<file path="src/rtl/alu_pkg.sv">
// Shared ALU definitions: slice width, sequencer state encoding and slice-count helper.
package alu_pkg;

   localparam int SLICE_W = 4;

   typedef enum logic [1:0] {
      IDLE = 2'd0,
      RUN  = 2'd1,
      DONE = 2'd2
   } state_t;

   // Number of SLICE_W-bit slices in a WIDTH-bit operand.
   function automatic int nslice(input int width);
      return width / SLICE_W;
   endfunction

endpackage

</file>
<file path="src/rtl/sub_slice_4.sv">
// Combinational 4-bit subtract slice: d = a - b - bin, built as a + ~b + ~bin.
module sub_slice_4 (
   input  logic [3:0] a,
   input  logic [3:0] b,
   input  logic       bin,
   output logic [3:0] d,
   output logic       bout
);

   logic [4:0] carry;

   // Ripple chain over the inverted subtrahend; borrow out is the inverted final carry.
   always_comb begin
      carry    = '0;
      d        = '0;
      carry[0] = ~bin;
      for (int i = 0; i < 4; i++) begin
         d[i]       = a[i] ^ ~b[i] ^ carry[i];
         carry[i+1] = (a[i] & ~b[i]) | (a[i] & carry[i]) | (~b[i] & carry[i]);
      end
      bout = ~carry[4];
   end

endmodule

</file>
<file path="src/rtl/sub_seq.sv">
// Multi-cycle WIDTH-bit subtractor: one 4-bit slice per clock, LSB first,
// borrow registered between slices, valid/ready on both sides.
//
// state | meaning
// ------+-------------------------------------------------------------
// IDLE  | waiting for operands; in_ready high
// RUN   | one slice per edge, counter selects slice, borrow carried over
// DONE  | result and flags registered; out_valid high until out_ready
module sub_seq
   import alu_pkg::*;
#(
   parameter int WIDTH = 16
) (
   input  logic             clk,
   input  logic             rst_n,
   input  logic             in_valid,
   output logic             in_ready,
   input  logic [WIDTH-1:0] a,
   input  logic [WIDTH-1:0] b,
   input  logic             bin,
   output logic             out_valid,
   input  logic             out_ready,
   output logic [WIDTH-1:0] diff,
   output logic             bout,
   output logic             ovf,
   output logic             zero
);

   localparam int NSLICE = nslice(WIDTH);
   localparam int CW     = (NSLICE > 1) ? $clog2(NSLICE) : 1;
   localparam logic [CW-1:0] LAST = CW'(NSLICE - 1);

   generate
      if ((WIDTH % SLICE_W) != 0 || WIDTH < SLICE_W) begin : g_bad_width
         $error("sub_seq: WIDTH must be a non-zero multiple of SLICE_W");
      end
   endgenerate

   state_t             state_q, state_nxt;
   logic [CW-1:0]      cnt_q;
   logic [WIDTH-1:0]   a_q, b_q, work_q, work_nxt, diff_q;
   logic               borrow_q, bout_q, ovf_q, zero_q;
   logic               accept, step, last;
   logic [SLICE_W-1:0] slice_a, slice_b, slice_d;
   logic               slice_bout;

   // State register.
   always_ff @(posedge clk or negedge rst_n) begin
      if (!rst_n) state_q <= IDLE;
      else        state_q <= state_nxt;
   end

   // Next-state and handshake decode.
   always_comb begin
      state_nxt = state_q;
      in_ready  = 1'b0;
      out_valid = 1'b0;
      accept    = 1'b0;
      step      = 1'b0;
      last      = (cnt_q == LAST);
      case (state_q)
         IDLE: begin
            in_ready = rst_n;
            if (in_valid) begin
               accept    = 1'b1;
               state_nxt = RUN;
            end
         end
         RUN: begin
            step = 1'b1;
            if (last) state_nxt = DONE;
         end
         DONE: begin
            out_valid = 1'b1;
            if (out_ready) state_nxt = IDLE;
         end
         default: state_nxt = IDLE;
      endcase
   end

   // Counter-indexed slice mux into the single slice instance.
   always_comb begin
      slice_a = a_q[int'(cnt_q)*SLICE_W +: SLICE_W];
      slice_b = b_q[int'(cnt_q)*SLICE_W +: SLICE_W];
   end

   sub_slice_4 u_slice (
      .a    (slice_a),
      .b    (slice_b),
      .bin  (borrow_q),
      .d    (slice_d),
      .bout (slice_bout)
   );

   // Working result with the current slice written back at its index.
   always_comb begin
      work_nxt = work_q;
      work_nxt[int'(cnt_q)*SLICE_W +: SLICE_W] = slice_d;
   end

   // Operand capture, slice stepping, and result publication on the last slice.
   // The visible diff/flags only change when a full result is ready, so they
   // hold steady through IDLE and the next RUN.
   always_ff @(posedge clk or negedge rst_n) begin
      if (!rst_n) begin
         cnt_q    <= '0;
         a_q      <= '0;
         b_q      <= '0;
         work_q   <= '0;
         diff_q   <= '0;
         borrow_q <= 1'b0;
         bout_q   <= 1'b0;
         ovf_q    <= 1'b0;
         zero_q   <= 1'b0;
      end else if (accept) begin
         a_q      <= a;
         b_q      <= b;
         borrow_q <= bin;
         cnt_q    <= '0;
         work_q   <= '0;
      end else if (step) begin
         work_q   <= work_nxt;
         borrow_q <= slice_bout;
         if (last) begin
            cnt_q  <= '0;
            diff_q <= work_nxt;
            bout_q <= slice_bout;
            ovf_q  <= (a_q[WIDTH-1] != b_q[WIDTH-1]) && (work_nxt[WIDTH-1] != a_q[WIDTH-1]);
            zero_q <= (work_nxt == '0);
         end else begin
            cnt_q <= cnt_q + CW'(1);
         end
      end
   end

   assign diff = diff_q;
   assign bout = bout_q;
   assign ovf  = ovf_q;
   assign zero = zero_q;

endmodule

</file>
<file path="config.mk">
export PLATFORM = sky130hd
export DESIGN_NAME = sub_seq
export DESIGN_NICKNAME = d
export VERILOG_FILES = /design/src/rtl/alu_pkg.sv /design/src/rtl/sub_slice_4.sv /design/src/rtl/sub_seq.sv
export SDC_FILE = /design/constraint.sdc
export NUM_CORES = 1
export LEC_CHECK = 0
export CORE_MARGIN = 3
export CORE_UTILIZATION = 35
export CTS_CLUSTER_SIZE = 24
export DETAILED_ROUTE_END_ITERATION = 10
export GPL_ROUTABILITY_DRIVEN = 0
export SETUP_SLACK_MARGIN = 0.3
export SYNTH_ARGS = -nofsm -noshare
export SYNTH_HDL_FRONTEND = slang
export SYNTH_SLANG_ARGS = --single-unit
</file>
<file path="constraint.sdc">
create_clock -name clk -period 4.8 [get_ports clk]
set_clock_uncertainty 0.05 [all_clocks]
set_input_delay 0.72 -clock clk [delete_from_list [all_inputs] [get_ports clk]]
set_output_delay 0.72 -clock clk [all_outputs]
set_load 0.05 [all_outputs]
</file>
# == After elaboration in Yosys (flattened, before gate mapping) ==
# Cells that the tools add are included.
# word_totals
reg_bits,72
inputBits,37
output_inout_bits,21
word_cells,82
# op_classes
add_sub_neg,2
n_eq_ne,8
shift,4
muxes,17
bitwise,35
n_reduce_logical,6
# op_table
operator,n
negator 4 -> 33 bit,1
"variable shift 4 x 33 -> 16 bit, first input constant",1
indexed part select 4 x 33 -> 16 bit,1
two-way mux 16 bit,2
indexed part select 16 x 5 -> 4 bit,2
bitwise mux 16 bit,1
logical NOT 16 bit,1
bitwise AND 1 bit,12
two-way mux 2 bit,6
OR 1 bit,8
XOR 1 bit,8
two-way mux 1 bit,7
NOT 1 bit,7
"inequality test 2 bit, second input constant",3
one-hot mux 2 bit (3 select lines),1
AND reduction 3 bit,2
"equality test 2 bit, second input constant",2
"adder 2 x 1 -> 2 bit, second input constant",1
"equality test 2 x 1 -> 1 bit, second input constant",1
logical NOT 2 bit,1
inequality test 1 bit,2
nonzero test 2 bit,1
logical AND 1 bit,1

# == Depth between registers and ports, before layout ==
# Gate-level depths: netlist of the first run.
# depth
word_depth,17
depth_mapped,13
mapped_depth_nobuf,11

# == By module ==
# From an unflattened synthesis of the first run, not the netlist that was laid out.
# unflattened
cells_unflattened,288
hier_area_um2,3527.1
# by_module_without_submodules
module,instances,cells_each,area_each_um2,seq_area_each_um2
sub_seq,1,276,3417.0,1801.7
sub_slice_4,1,12,110.1,0.0

# == Worst setup path before layout of the first run ==
# Ideal clock, no wire load.
# synth_path
path_kind,register -> register
startpoint,register cnt_q[0]
endpoint,"register zero_q, in the netlist zero"
setup_ps,95
arrival_ps,4035
required_time_ps,4655
setup_slack_ps,620
stages_incl_launch_ff,13
n_path_buf,2
synth_period_minus_slack_ps,4180
cell_sequence,dfrtp_1 -> buf_6 -> buf_2 -> mux4_2 -> fa_1 -> fa_1 -> fa_1 -> fa_1 -> nor2b_1 -> a31oi_1 -> nand4_1 -> or3_1 -> o31ai_1
# synth_via
elab_chain_cells,15
elab_cells_between_ends,36
classes_between,add/sub (1); eq/ne (1); shift (4); mux (1); bitwise (27); reduce/logical (2)
# synth_lines
element,line,source
start: declaration,sub_seq.sv:40,logic [CW-1:0] cnt_q;
start signal: assignment,sub_seq.sv:131,cnt_q <= cnt_q + CW'(1);
indexed part select 16 x 5 -> 4 bit,sub_seq.sv:84,slice_b = b_q[int'(cnt_q)*SLICE_W +: SLICE_W];
NOT 1 bit,"sub_slice_4.sv:18, sub_slice_4.sv:19",
bitwise AND 1 bit,sub_slice_4.sv:19,carry[i+1] = (a[i] & ~b[i]) | (a[i] & carry[i]) | (~b[i] & carry[i]);
OR 1 bit (2 in series),sub_slice_4.sv:19,
bitwise AND 1 bit,sub_slice_4.sv:19,
OR 1 bit (2 in series),sub_slice_4.sv:19,
bitwise AND 1 bit,sub_slice_4.sv:19,
OR 1 bit (2 in series),sub_slice_4.sv:19,
XOR 1 bit,sub_slice_4.sv:18,d[i] = a[i] ^ ~b[i] ^ carry[i];
indexed part select 4 x 33 -> 16 bit,sub_seq.sv:98,work_nxt[int'(cnt_q)*SLICE_W +: SLICE_W] = slice_d;
bitwise mux 16 bit,sub_seq.sv:98,
logical NOT 16 bit,sub_seq.sv:129,zero_q <= (work_nxt == '0);
end signal: assignment,sub_seq.sv:129,
end: declaration,sub_seq.sv:42,"logic borrow_q, bout_q, ovf_q, zero_q;"
# Parallel ways exist; a longest one is shown, timed or not.
# A chain may end at the register's enable or synchronous reset.

# == Worst setup path in the final report of the first run ==
# Ends and elaborated chain as after synthesis.

==> results of run 1 <==
routing by layer:
metal | up-vias | share of wire [%] | wire length [microns] | GRT usage [%]
li1 | 1289 | - | - | -
met1 | 1232 | 47 | 3650 | 20.0
met2 | 72 | 47 | 3670 | 23.4
met3 | 9 | 4.8 | 370 | 4.76
met4 | 0 | 1.2 | 96 | 3.75
met5 | - | 0 | 0 | 0
registers in the layout, indices dropped and copies added (netlist names):
register,flops
borrow_q,1
diff,16
ovf,1
work_q,16
state_q,2
cnt_q,2
zero,1
b_q,16
a_q,16
bout,1
cell usage after synthesis:
cell         n  share of area, %
a41oi_1      1              0.26
mux2i_1      2              0.59
and2b_4      1              0.29
o221ai_1     1              0.26
a31oi_1      8               1.5
and2_4       1              0.26
a21oi_1      3              0.44
nand2b_1     2              0.37
o31ai_1      2              0.44
a31oi_2      3               1.1
nand4_1      3              0.55
nand3_1     16               2.3
buf_1        1              0.11
mux4_2       8               5.3
nor3_1       1              0.15
o2111ai_1    1              0.26
buf_6        1              0.33
clkbuf_1    17               1.9
o21ai_0     36               5.3
and4bb_1     1              0.37
or3_1        1              0.18
and2_1       3              0.55
nor2b_1     19               3.5
nor2_1       2              0.22
nand2_1    120                13
and4_1       2              0.51
buf_2        1              0.15
fa_1         4               2.3
ha_1         6               2.2
dfrtp_1     72                53
nor2b_4      1              0.40
nor3b_1      1              0.22
a22o_1       2              0.51
inv_1       10               1.1
o21ai_1      1              0.15
cell type report:
class / instances / area (sq um) / share of cell area, %
clock buffer: 12 / 155 / 3.61
timing repair buffer: 61 / 596 / 13.9
tap: 129 / 161 / 3.76
inverter: 10 / 37.5 / 0.874
sequential: 72 / 1800 / 42.0
multi-input combinational: 252 / 1490 / 34.7
clock inverter: 4 / 52.6 / 1.22
how the worst max path moves through the flow:
stage | cells past startpoint | end
floorplan | 12 | zero
global placement | 10 | zero
detailed placement | 10 | zero
CTS | 10 | zero
global route | 10 | zero
finish | 10 | zero
where the power goes:
group / switching (W) / internal [W] / leakage [nW]
Sequential: 0.000169 / 0.000869 / 0.938
Combinational: 0.00104 / 0.000655 / 0.924
Clock: 0.000229 / 0.000269 / 0.0948
Total: 0.00144 / 0.00179 / 1.96
layout by cell type (no fill, tap or decap), drive strengths merged:
| master | count |
|---|---|
| and2b | 1 |
| nand3 | 16 |
| nor3b | 1 |
| or3 | 1 |
| o31ai | 2 |
| o21ai | 37 |
| nand2b | 2 |
| mux2i | 2 |
| and2 | 4 |
| a21oi | 3 |
| mux4 | 8 |
| and4bb | 1 |
| a41oi | 1 |
| nor2b | 20 |
| nand2 | 120 |
| nand4 | 3 |
| bufinv | 1 |
| ha | 6 |
| inv | 10 |
| and4 | 2 |
| clkbuf | 12 |
| a22o | 2 |
| a31oi | 11 |
| o2111ai | 1 |
| dfrtp | 72 |
| nor2 | 2 |
| nor3 | 1 |
| o221ai | 1 |
| clkdlybuf4s50 | 56 |
| clkinvlp | 3 |
| fa | 4 |
| buf | 5 |
timing repair:
| item | in CTS | in global routing |
|---|---|---|
| buffers inserted | 0 | 0 |
| gates resized for setup | 0 | 1 |
| endpoints found under the setup margin | 0 | 1 |
metrics by stage:
stage	hold slack (ns)	utilization (%)
final	0.428	45.8
after floorplan	0.374	-
after detailed placement	0.415	43.6
after CTS	0.434	45.8
after global routing	0.454	45.8
after global placement	0.404	43.6
cells by family after synthesis:
logic type | Yosys count
AND/OR/NAND/NOR | 174
flip-flops | 72
AO/OA/AOI/OAI | 58
buffers and inverters | 30
multiplexers | 10
adder cells (fa/ha/maj) | 10
critical path: cells and delay by family (launching register included):
family | cells | cell delay, ns
AO/OA/AOI/OAI | 2 | 0.50
AND/OR/NAND/NOR | 3 | 0.69
multiplexers | 1 | 0.56
flip-flops | 1 | 0.52
adder cells (fa/ha/maj) | 4 | 1.75
==> qor.yml, run 1 <==
n_antenna_cell: 0
cp_data_required_time_ns: 5.01
clk_pin_slew_ns: 0.07
slowest_delay_ns: 0.56
outcome: "completed"
fill_cells: 934
synthSimpleGateAreaFrac_pct: 23.1
core_area_sq_um: 9370
yosysSeqAreaShare_pct: 52.8
yosys_warnings: 0
placed_cells: 524
regToRegStartpoint: "cnt_q[0]"
critPathSlowestCell: "mux4_2"
io_buffers: 57
hold_path_end: "diff[14]"
stdcell_count: 540
p_per_area_nw_per_um2: 753
grt_antenna_before_repair: 0
synth_top_family_by_area: "simple AND/OR/NAND/NOR gates"
tns_ns: 0
synthAdderAreaFrac_pct: 4.55
fin_crit_ns: 4.16
routedWlPerCell_microns: 14.4
setup_slack_ns: 0.643
drive_above_1_share_pct: 8.52
worstMarginPinSlew_ns: 1.16
num_vias: 2602
avgSynthCellArea_sq_um: 9.64
clock_latency_ns: 0.35
hpwlAfterDp_microns: 5520
finalCritPeriodShare_pct: 86.6
final_max_slew_viol_count: 0
track_usage_pct: 14.9
critPathKind: "reg2reg"
syn_area_sq_um: 3410
rows: 35
max_freq_ghz: 0.241
synthCells: 354
dr.pass1.iters: 4
drt-vias-per-instance: 4.82
rrSetupSlack_ns: 0.64
grt_pass1_vias: 2608
start_kind: "flop"
die_w_microns: 105
clock_path_buffers: 2
syn2layout_area_growth_pct: 25.8
finalPower_w: 0.00323
final_nets: 453
overflow: 0
endpoint_kind: "flop"
whs_path_depth: 2
r2r-end: "zero"
dp_slack_ns: 0.512
cts_tree: "yes"
hp-start: "diff[14]"
htree_levels: 3
synth_xor_xnor_area_share_pct: 0
grt_start_max_net_pins: 73
drtIter0Drc: 92
rsz0062_at_grt: "false"
worstPathMaxFanout: 8
dieHeight_microns: 105
critical_path.startpoint: "cnt_q[0]"
clk_root_buffer_cell: "clkbuf_8"
worstPathCellList: "mux4_2 > fa_1 > fa_1 > fa_1 > fa_1 > nor2b_1 > a31oi_1 > nand4_1 > or3_1 > o31ai_1"
cp.arrival_ns: 4.36
reg2regPathDepth: 10
hold_viol_final: 0
drcViolationCount: 0
pin_count: 58
start_util_pct: 36.4
die-area_sq_um: 11000
synth.distinct_cells: 35
cts_sinks: 72
syn_nets: 401
dpl_cell_area_sq_um: 4090
peakVddDrop_uv: 265
ctsHoldBuffers: 0
ys_ff_latch: 72
drt-total-wl_microns: 7790
muxShareOfSynthArea_pct: 5.87
hp-class: "reg2reg"
relSlewSlack_pct: 22.5
ant_nets: 0
grt_pass1_wl_microns: 13000
critPathMostFrequentCell: "fa_1"
finalSetupViolCount: 0
final_area_sq_um: 4300
leakagePower_nw: 1.96
synth_compound_area_share_pct: 10.2
cts_buffers: 9
maxCapViolations: 0
Power figures use the tool's default switching activity.
==> run 2, diff against run 1 <==
--- a/config.mk
+++ b/config.mk
@@ -6,10 +6,11 @@
 export NUM_CORES = 1
 export LEC_CHECK = 0
 export CORE_MARGIN = 3
-export CORE_UTILIZATION = 35
+export CORE_UTILIZATION = 53
 export CTS_CLUSTER_SIZE = 24
 export DETAILED_ROUTE_END_ITERATION = 10
 export GPL_ROUTABILITY_DRIVEN = 0
+export PLACE_DENSITY = 0.77
 export SETUP_SLACK_MARGIN = 0.3
 export SYNTH_ARGS = -nofsm -noshare
 export SYNTH_HDL_FRONTEND = slang
==> qor.yml, run 2 (same netlist as run 1, synthesis figures left out) <==
rows: 28  # -20%
drt-vias-per-instance: 5.46  # +13%
hp-class: "reg2reg"
drive_above_1_share_pct: 8.76  # +0.24 points
ant_nets: 0  # unchanged
hold_viol_final: 0  # unchanged
finalPower_w: 0.00325  # +0.45%
dieHeight_microns: 86.3  # -18%
critPathKind: "reg2reg"
clock_latency_ns: 0.35  # about the same
endpoint_kind: "flop"
maxCapViolations: 0  # unchanged
track_usage_pct: 22.1  # +7.2 points
finalCritPeriodShare_pct: 85.3  # -1.3 points
outcome: "completed"
worstPathMaxFanout: 8  # unchanged
clk_root_buffer_cell: "clkbuf_8"
peakVddDrop_uv: 408  # +54%
drtIter0Drc: 119  # +29%
clock_path_buffers: 2  # unchanged
reg2regPathDepth: 10  # unchanged
rsz0062_at_grt: "false"
hpwlAfterDp_microns: 5180  # -6.3%
cts_buffers: 9  # unchanged
final_max_slew_viol_count: 0  # unchanged
cts_tree: "yes"
syn2layout_area_growth_pct: 24.2
n_antenna_cell: 0  # unchanged
cp.arrival_ns: 4.30  # -0.06 ns
p_per_area_nw_per_um2: 766  # +1.8%
ctsHoldBuffers: 0  # unchanged
fin_crit_ns: 4.10  # -0.0610 ns
grt_pass1_vias: 2698  # +3.5%
hold_path_end: "b_q[14]"
grt_pass1_wl_microns: 12700  # -2.5%
relSlewSlack_pct: 24.6  # +2.1 points
clk_pin_slew_ns: 0.08  # about the same
cts_sinks: 72  # unchanged
routedWlPerCell_microns: 15.4  # +6.8%
dr.pass1.iters: 4  # unchanged
die-area_sq_um: 7440  # -32%
start_util_pct: 56.3  # +20 points
htree_levels: 3  # unchanged
seqCellArea_sq_um: 1800  # unchanged
leakagePower_nw: 1.97  # +0.88%
whs_path_depth: 2  # unchanged
regToRegStartpoint: "cnt_q[0]"
grt_start_max_net_pins: 73  # unchanged
worstMarginPinSlew_ns: 1.13  # -0.0319 ns
max_freq_ghz: 0.244  # +1.5%
drt-total-wl_microns: 7480  # -3.9%
rrSetupSlack_ns: 0.70  # +0.06 ns
pin_count: 58  # unchanged
hp-start: "b_q[14]"
cp_data_required_time_ns: 5.01  # about the same
layout_common_cells: "nand2_1, dfrtp_1, clkdlybuf4s50_1"
drcViolationCount: 0  # unchanged
layout_commonest_cell: "nand2_1"
fill_cells: 491  # -47%
core_area_sq_um: 6060  # -35%
start_kind: "flop"
r2r-end: "zero"
final_nets: 453  # unchanged
critical_path.startpoint: "cnt_q[0]"
num_vias: 2653  # +2.0%
die_w_microns: 86.3  # -18%
overflow: 0  # unchanged
finalSetupViolCount: 0  # unchanged
multi_input_area_sq_um: 1490  # unchanged
grt_antenna_before_repair: 0  # unchanged
io_buffers: 57  # unchanged
tns_ns: 0  # unchanged
-- run 2: cell types whose count changed in the layout (fill, tap and decap cells not counted) --
cell        previous run  this run
clkinv_2               0         3
clkinvlp_4             3         1
clkbuf_8              11        10
clkbuf_1               1         0
bufinv_16              1         2
-- run 2: stage by stage --
| step | cells | hold slack (ns) | util, % | instance area, sq um | worst slack (ns) |
|---|---|---|---|---|---|
| after floorplan | 354 | 0.374 | - | 3410 | 0.620 |
| after global placement | 470 | 0.404 | 66.3 | 4020 | 0.648 |
| after detailed placement | 470 | 0.416 | 66.3 | 4020 | 0.597 |
| after CTS | 486 | 0.434 | 69.9 | 4240 | 0.552 |
| after global routing | 486 | 0.448 | 70.0 | 4240 | 0.438 |
| final | 486 | 0.429 | 70.0 | 4240 | 0.704 |
-- run 2: where the power goes --
part	switching (W)	leakage [nW]	internal (W)	total (W)
clock network	0.000231	0.112	0.000304	0.000535
logic	0.00103	0.924	0.000650	0.00168
registers	0.000166	0.938	0.000869	0.00104
total	0.00142	1.97	0.00182	0.00325
-- run 2: area by class of cell --
cell class                 instances  area share [%]
tap                               75            2.21
clock inverter                     6            1.95
timing repair buffer              61            14.0
clock buffer                      10            3.25
sequential                        72            42.5
multi-input combinational        252            35.1
inverter                          10           0.885
-- run 2: worst max-delay path by stage --
stage / end / slack [ns] / depth (start not counted)
detailed placement: zero / 0.60 / 10
global placement: zero / 0.65 / 10
CTS: zero / 0.55 / 10
floorplan: zero / 0.62 / 12
finish: zero / 0.70 / 10
global route: zero / 0.44 / 10
-- run 2: critical path, cell delays in order (launching register included) --
cell and delay, ns:
dfrtp_2 0.51, mux4_2 0.56, fa_1 0.41, fa_1 0.40
fa_1 0.39, fa_1 0.50, nor2b_1 0.19, a31oi_1 0.27
nand4_1 0.11, or3_1 0.37, o31ai_1 0.23
-- run 2: what timing repair did --
item | 4_1_cts | 5_1_grt
setup buffers | 0 | 0
gates resized for setup | 0 | 1
setup endpoints to repair | 0 | 1
-- run 2: layer usage --
metal / up-vias / global-route usage (%) / share of wire [%]
met4: 0 / 10.6 / 2.3
met3: 14 / 3.71 / 4.4
met2: 70 / 35.1 / 48
met5: - / 0 / 0
li1: 1288 / - / -
met1: 1281 / 29.9 / 45
